$ cat src/rtl/enemy2_control.sv
// ---------------------------------------------------------------------------
// enemy2_control
//
// Control FSM for the second enemy sprite. It sequences the datapath through
// respawn, colour load, a 4x4 sprite draw, an on-screen hold, an erase, and a
// one-row move. After each move it checks whether the enemy has reached the
// bottom limit and, if so, respawns it. The draw and erase phases share the
// VGA write port through a plot arbiter, so they only advance on a grant.
//
// Parameters
//   DELAY_TICKS : delay_cnt value that ends the on-screen hold
//   Y_LIMIT     : top-row Y at or beyond which the enemy respawns
//
// Ports
//   clock        : system clock, all state changes on its rising edge
//   resetn       : synchronous active-low reset
//   go           : start the animation, looked at only while idle
//   gnt          : VGA write grant from the shared plot arbiter
//   cnt          : 4x4 sprite pixel index from the datapath
//   delay_cnt    : delayed frame counter from the datapath
//   y_in         : current sprite top-row Y from the datapath
//   hit          : (only with ENEMY2_CTRL_HIT_EN) enemy was hit, erase early
//   loadX/loadY/load_colour/load_black : datapath load strobes
//   en_counter/en_delay_counter        : datapath counter enables
//   reset_delay  : active-low clear of the delayed counter
//   req          : plot request to the arbiter
//   plot         : VGA write enable
//   respawned    : one-cycle pulse when a new X is loaded
//   dbg_state    : current FSM state, for observation only
//
// Optional feature macro: ENEMY2_CTRL_HIT_EN (adds the hit input).
//
// Handshake: req is held high for the whole of DRAW and ERASE. A pixel is
// written, and cnt advances, only in a cycle where req and gnt are both high;
// with gnt low the FSM waits indefinitely without dropping req.
// ---------------------------------------------------------------------------
module enemy2_control #(
  parameter logic [3:0] DELAY_TICKS = 4'd15,
  parameter logic [6:0] Y_LIMIT     = 7'd116
) (
  input  logic       clock,
  input  logic       resetn,
  input  logic       go,
  input  logic       gnt,
  input  logic [3:0] cnt,
  input  logic [3:0] delay_cnt,
  input  logic [6:0] y_in,
`ifdef ENEMY2_CTRL_HIT_EN
  input  logic       hit,
`endif
  output logic       loadX,
  output logic       loadY,
  output logic       load_colour,
  output logic       load_black,
  output logic       en_counter,
  output logic       en_delay_counter,
  output logic       reset_delay,
  output logic       req,
  output logic       plot,
  output logic       respawned,
  output logic [2:0] dbg_state
);

  typedef enum logic [2:0] {
    S_IDLE    = 3'd0,
    S_RESPAWN = 3'd1,
    S_COLOUR  = 3'd2,
    S_DRAW    = 3'd3,
    S_HOLD    = 3'd4,
    S_ERASE   = 3'd5,
    S_MOVE    = 3'd6,
    S_CHECK   = 3'd7
  } state_t;

  state_t state;

  // Last pixel of the 4x4 sprite is being written this cycle.
  logic last_pixel;
  assign last_pixel = gnt && (cnt == 4'd15);

`ifdef ENEMY2_CTRL_HIT_EN
  // Remembers that the current erase was caused by a hit, so the erase
  // finishes into a fresh respawn instead of a move.
  logic hit_pending;
`endif

  always_ff @(posedge clock) begin
    if (!resetn) begin
      state <= S_IDLE;
`ifdef ENEMY2_CTRL_HIT_EN
      hit_pending <= 1'b0;
`endif
    end else begin
      case (state)
        S_IDLE: begin
          if (go) state <= S_RESPAWN;
        end
        S_RESPAWN: begin
          state <= S_COLOUR;
`ifdef ENEMY2_CTRL_HIT_EN
          hit_pending <= 1'b0;
`endif
        end
        S_COLOUR: begin
          state <= S_DRAW;
        end
        S_DRAW: begin
`ifdef ENEMY2_CTRL_HIT_EN
          if (hit) begin
            state       <= S_ERASE;
            hit_pending <= 1'b1;
          end else
`endif
          if (last_pixel) state <= S_HOLD;
        end
        S_HOLD: begin
`ifdef ENEMY2_CTRL_HIT_EN
          if (hit) begin
            state       <= S_ERASE;
            hit_pending <= 1'b1;
          end else
`endif
          if (delay_cnt == DELAY_TICKS) state <= S_ERASE;
        end
        S_ERASE: begin
          if (last_pixel) begin
`ifdef ENEMY2_CTRL_HIT_EN
            state <= hit_pending ? S_RESPAWN : S_MOVE;
`else
            state <= S_MOVE;
`endif
          end
        end
        S_MOVE: begin
          state <= S_CHECK;
        end
        S_CHECK: begin
          // y_in already reflects the row loaded during MOVE.
          if (y_in >= Y_LIMIT) state <= S_RESPAWN;
          else                 state <= S_DRAW;
        end
        default: state <= S_IDLE;
      endcase
    end
  end

  // Moore decode of the state register; only plot and en_counter also look
  // at gnt, so a pixel is never written without the arbiter's grant.
  always_comb begin
    loadX            = 1'b0;
    loadY            = 1'b0;
    load_colour      = 1'b0;
    load_black       = 1'b0;
    en_counter       = 1'b0;
    en_delay_counter = 1'b0;
    reset_delay      = 1'b0;
    req              = 1'b0;
    plot             = 1'b0;
    respawned        = 1'b0;
    case (state)
      S_RESPAWN: begin
        loadX     = 1'b1;
        respawned = 1'b1;
      end
      S_COLOUR: load_colour = 1'b1;
      S_DRAW: begin
        req        = 1'b1;
        plot       = gnt;
        en_counter = gnt;
      end
      S_HOLD: begin
        // Releasing the clear only here makes every hold start from zero.
        en_delay_counter = 1'b1;
        reset_delay      = 1'b1;
      end
      S_ERASE: begin
        req        = 1'b1;
        load_black = 1'b1;
        plot       = gnt;
        en_counter = gnt;
      end
      S_MOVE: loadY = 1'b1;
      default: ;
    endcase
  end

  assign dbg_state = state;

endmodule

$ cat config.mk
export PLATFORM = sky130hd
export DESIGN_NAME = enemy2_control
export DESIGN_NICKNAME = d
export VERILOG_FILES = /design/src/rtl/enemy2_control.sv
export SDC_FILE = /design/constraint.sdc
export NUM_CORES = 1
export LEC_CHECK = 0
export BUFFER_PORTS_ARGS = -buffer_cell sky130_fd_sc_hd__buf_2
export CAP_MARGIN = 20
export CORE_AREA = 2 2 39 41
export DETAILED_ROUTE_END_ITERATION = 7
export DIE_AREA = 0 0 41 43
export PLACE_DENSITY = 0.57
export RECOVER_POWER = 50
export SKIP_LAST_GASP = 1
export SLEW_MARGIN = 10
export SYNTH_ARGS = -nofsm -noshare
export SYNTH_HDL_FRONTEND = slang
export SYNTH_SLANG_ARGS = --single-unit
$ cat constraint.sdc
create_clock -name clock -period 2 [get_ports clock]
set_clock_uncertainty 0.15 [all_clocks]
set_input_delay 0.1 -clock clock [delete_from_list [all_inputs] [get_ports clock]]
set_output_delay 0.1 -clock clock [all_outputs]
set_load 0.05 [all_outputs]
==> key figures, run 1 <==
Setup path
  – CP required: 1.75 ns
  – CP max FO: 15
  – FF-to-FF path depth: 3
  – CP startpoint kind: flip-flop
  – Worst Path Arrival: around 1.5 ns
  – Critical Path Sink Type: primary output
  – Critical path class: flip-flop to primary output

CTS
  – CTS tree: yes
  – Post_cts resized: 0
  – Clk_lat worst skew: around 0.23 ns
  – Clk sinks: 3
  – Number of buffers created by CTS: 3
  – Clock root cell: clkbuf_4
  – Post-CTS Setup Bufs: 0
  – CTS HTree Levels: 1
  – CTS clk-pin slew, worst paths: roughly 0.040 ns
  – Clock buffer depth: 2

Layout
  – Synth-to-Final Area Change: 60.8%
  – Max reg flops: 3
  – Count of non-filler cells in the finished layout: 81
  – ANT cells: 0
  – Commonest non-fill, non-tap cell in the layout: buf_2
  – Share of cells above drive strength 1: 0.508
  – Most frequent cells in the layout: buf_2 (24), clkbuf_1 (6), and3_1 (4), nand2_1 (4)
  – Design area: roughly 440 um^2
  – Fin nets: 85

STA
  – Final worst-path cycle share: 0.892
  – Final hold violations: 0
  – Slew margin rel.: 0.602
  – Final setup margin: 0.215 ns
  – Final setup viols: 0
  – Max Fclk: between 0.5 and 0.6 GHz
  – Post-Route Setup TNS: 0 ns
  – Worst Max-Slew Pin Slew: around 0.6 ns
  – RSZ-0062 raised after global routing: no
  – Hold slack: ~0.12 ns
  – Post-layout min period: approximately 1.8 ns
  – Final slew viol count: 0

Global routing
  – Largest net degree at the start of global routing: 16
  – Grt ovf: 0
  – First-pass GRT wire length: about 1.2 mm
  – Vias in the first global route: 296
  – Antenna violations before repair: 0
  – Total track usage: 0.102

Power and ir drop
  – Pwr dens: ~610 mW/mm^2
  – Share of total power in combinational logic: 0.332
  – Psw: 101 uW
  – Maximum vdd drop: around 0.00023 V
  – Clock power share: 0.397
  – Lkg Pwr: approximately 0.00023 uW
  – Reg power frac: 0.271
  – Switching Share: 0.375
  – Pint: between 150 and 200 uW

Floorplanning
  – Initial Utilization: 0.196
  – Total I/O pin count: 32
  – Die area: 0.00176 mm^2
  – Die Y: between 40 and 50 um
  – Core region area: about 0.0014 mm^2
  – Rows: 14
  – Die width: 41 um

Drt
  – Vias: 362
  – Final WL: between 700 and 800 um
  – Top layer in use: met4
  – DRT Pass-1 Iters: 4
  – Met3 WL: around 94 um
  – Vias per cell: around 4.5
  – Post-DRT Antenna Nets: 0
  – Remaining DRCs: 0
  – DR iter-0 viols: 6
  – WL per Instance: about 9.1 um
  – Routed length on met1: slightly above 300 um
  – Met2 Wirelength: around 320 um

Status
  – Status: complete, no violations

Yosys
  – Mapped Cells: 36
  – Yosys warns: 0
  – Sequential element share of the synthesized area: 0.221
  – Synthesized Nets: between 50 and 60
  – Synthesis-stage register bit count: 3
  – Syn Std Cell Area: 272 um^2
  – Synth unique cells: 20
  – Syn_area_per_cell: 7.54 um^2

Place
  – Placed Cells: 76
  – Port bufs: 29
  – Final Wtd Congestion: roughly 0.66
  – Pre-CTS setup slack: about 0.48 ns
  – Cell Area, Placed: between 400 and 500 um^2
  – Dpl hpwl: 607 um

Min path
  – Worst hold stages: 3
  – HP Class: input pin to flip-flop

Job
  – Max-Cap Viols: 0
==> power by group through the flow <==
stage	clock, uW	combinational, uW	sequential (uW)
2_1_floorplan	0	56.5	82.5
3_3_place_gp	0	88.9	73.5
3_5_place_dp	0	89.9	73.5
4_1_cts	112	91.5	72.6
5_1_grt	117	96.6	73.9
6_report	107	89.0	72.6
==> layer usage <==
layer  up-vias  track usage
li1        185            -
met1       154        0.135
met2        21        0.131
met3         2       0.0314
met4         0       0.0800
met5         -            0
==> worst paths after layout <==
kind | start | endpoint | slack, ns
worst min-delay path | cnt[2] | dbg_state[0] | 0.12
worst max register to register | dbg_state[2] | dbg_state[1] | 0.61
worst max-delay path | dbg_state[2] | load_black | 0.22
worst min register to register | dbg_state[0] | dbg_state[1] | 0.50
==> critical path, cell delays in order, from the launching register on <==
cell	delay, ns
dfxtp_1	0.60
and3_1	0.23
clkbuf_1	0.47
==> Yosys cell counts <==
master / number / area, um^2
a31oi_1: 2 / 12.5
a21oi_1: 1 / 5.00
buf_4: 4 / 30.0
nand4_1: 2 / 12.5
nor2_1: 1 / 3.75
nand2_1: 4 / 15.0
o221a_2: 1 / 11.3
and2_1: 1 / 6.26
or3_1: 1 / 6.26
nand3_2: 1 / 10.0
a21boi_1: 1 / 7.51
nor3_1: 2 / 10.0
xor2_1: 1 / 8.76
dfxtp_1: 3 / 60.1
o21a_1: 1 / 7.51
and3_1: 5 / 31.3
o22a_2: 1 / 10.0
buf_6: 1 / 11.3
inv_1: 2 / 7.51
o21ai_0: 1 / 5.00
==> stage by stage <==
stage,util,total power (uW)
after floorplan,-,139
after global placement,0.294,162
after detailed placement,0.294,163
after CTS,0.320,276
after global routing,0.316,288
final,0.316,268
==> area by class of cell <==
cell class | instances | area, um^2
flip-flops and latches | 3 | 60.1
inverters | 2 | 7.51
repair buffers | 30 | 149
clock buffers | 4 | 26.3
multi-input cells | 26 | 174
well taps | 16 | 20.0
fillers | 168 | 947
==> repair_timing <==
action,CTS,global route
hold endpoints to repair,2,0
setup endpoints to repair,0,0
hold buffers,1,0
==> cells by family (layout without fill, tap and decap cells) <==
| group | count (synthesis) | in the layout | synth area share |
|---|---|---|---|
| buf+inv | 7 | 36 | 0.180 |
| flops | 3 | 3 | 0.221 |
| compound gates | 8 | 8 | 0.217 |
| xor+xnor | 1 | 1 | 0.0323 |
| simple gates | 17 | 17 | 0.350 |
No activity file was read; power rests on OpenSTA's default activity.
==> inputs of run 2 (changes only) <==
==> constraint.sdc (replaced) <==
create_clock -name clock -period 1.7 [get_ports clock]
set_clock_uncertainty 0.15 [all_clocks]
set_input_delay 0.085 -clock clock [delete_from_list [all_inputs] [get_ports clock]]
set_output_delay 0.085 -clock clock [all_outputs]
set_load 0.05 [all_outputs]
==> key figures, run 2 (synthesis results as in run 1) <==
Drt
  – Final WL: approximately 770 um
  – DRT Pass-1 Iters: 3
  – Vias: approximately 370
  – WL per Instance: 9.56 um
  – Post-DRT Antenna Nets: 0
  – Remaining DRCs: 0
  – Vias per cell: about 4.5
  – DR iter-0 viols: 7

STA
  – Post-layout min period: ~1.6 ns
  – Slew margin rel.: 0.606
  – Final hold violations: 0
  – Max Fclk: approximately 0.64 GHz
  – Post-Route Setup TNS: 0 ns
  – Final slew viol count: 0
  – Final worst-path cycle share: 0.920
  – Hold slack: about 0.093 ns
  – RSZ-0062 raised after global routing: no
  – Worst Max-Slew Pin Slew: between 0.5 and 0.6 ns
  – Final setup viols: 0

Floorplanning
  – Initial Utilization: 0.196
  – Die width: between 40 and 50 um
  – Core region area: ~0.0014 mm^2
  – Die area: 0.00176 mm^2
  – Total I/O pin count: 32
  – Die Y: approximately 43 um
  – Rows: 14

CTS
  – Post-CTS Setup Bufs: 0
  – Clk_lat worst skew: approximately 0.23 ns
  – Clock buffer depth: 2
  – CTS clk-pin slew, worst paths: 0.04 ns
  – CTS tree: yes
  – CTS HTree Levels: 1
  – Clock root cell: clkbuf_4
  – Number of buffers created by CTS: 3
  – Clk sinks: 3

Global routing
  – Antenna violations before repair: 0
  – Vias in the first global route: approximately 330
  – Largest net degree at the start of global routing: 16
  – First-pass GRT wire length: between 1 and 1.5 mm
  – Grt ovf: 0
  – Total track usage: 0.0973

Setup path
  – Worst Path Arrival: between 1 and 1.5 ns
  – Critical path class: flip-flop to primary output
  – CP startpoint kind: flip-flop
  – Critical Path Sink Type: primary output
  – CP max FO: 9
  – CP required: ~1.5 ns

Layout
  – Fin nets: between 80 and 90
  – Synth-to-Final Area Change: 66.4%
  – Core Util, Final: 0.326
  – Commonest non-fill, non-tap cell in the layout: buf_2
  – Max reg flops: 3
  – ANT cells: 0
  – Design area: ~450 um^2
  – Share of cells above drive strength 1: 0.585
  – Most frequent cells in the layout: buf_2 (24), nand2_1 (4), clkbuf_1 (4), and3_1 (3), clkbuf_4 (3)

Power and ir drop
  – Total Power: 317 uW
  – Pwr dens: ~700 mW/mm^2
  – Lkg Pwr: 0.000239 uW
  – Maximum vdd drop: 0.000158 V

Place
  – Dpl hpwl: 607 um
  – Port bufs: 29
  – Cell Area, Placed: ~420 um^2
  – Final Wtd Congestion: 0.754

Status
  – Status: complete, no violations

Min path
  – HP Class: input pin to flip-flop

Job
  – Max-Cap Viols: 0
## run 2: cell counts in the layout (fill, tap and decap cells not counted)
Identical to the previous run, type by type.
## run 2: layout make-up
cell class | instances | area (um^2)
multi-input combinational | 26 | 181
inverter | 2 | 7.51
sequential | 3 | 65.1
timing repair buffer | 30 | 151
fill | 156 | 932
tap | 16 | 20.0
clock buffer | 4 | 26.3
## run 2: metal layers
metal / share of wire / routed length, um / track usage
met1: 0.41 / 314 / 0.109
met2: 0.50 / 390 / 0.150
met3: 0.089 / 69 / 0.0157
met4: 0 / 0 / 0.0800
met5: 0 / 0 / 0
## run 2: critical path: stages, from the launching register on
cell	delay [ns]
dfxtp_1	0.46
inv_1	0.17
nor3_4	0.18
buf_2	0.28
## run 2: power by group
group / internal (uW) / switching (uW)
registers: 74.4 / 11.5
logic: 35.4 / 72.2
clock network: 87.9 / 35.8
## run 2: path summary, 6_finish.rpt
kind	startpoint	to	slack [ns]	cells after the start
setup / recovery	dbg_state[0]	respawned	0.14	3
hold / removal	cnt[2]	dbg_state[2]	0.09	4
setup reg to reg	dbg_state[0]	dbg_state[0]	0.36	4
hold reg to reg	dbg_state[2]	dbg_state[2]	0.41	2
## run 2: timing repair
item                       in CTS  in global routing
hold endpoints to repair        2                  0
resized for setup               0                  1
setup endpoints to repair       0                  2
hold buffers                    1                  0
## run 2: stage by stage
stage / setup slack (ns) / std cells
global route: 0.0464 / 81
detailed placement: 0.336 / 76
CTS: 0.0799 / 81
floorplan: -0.0261 / 36
global placement: 0.362 / 76
finish: 0.136 / 81
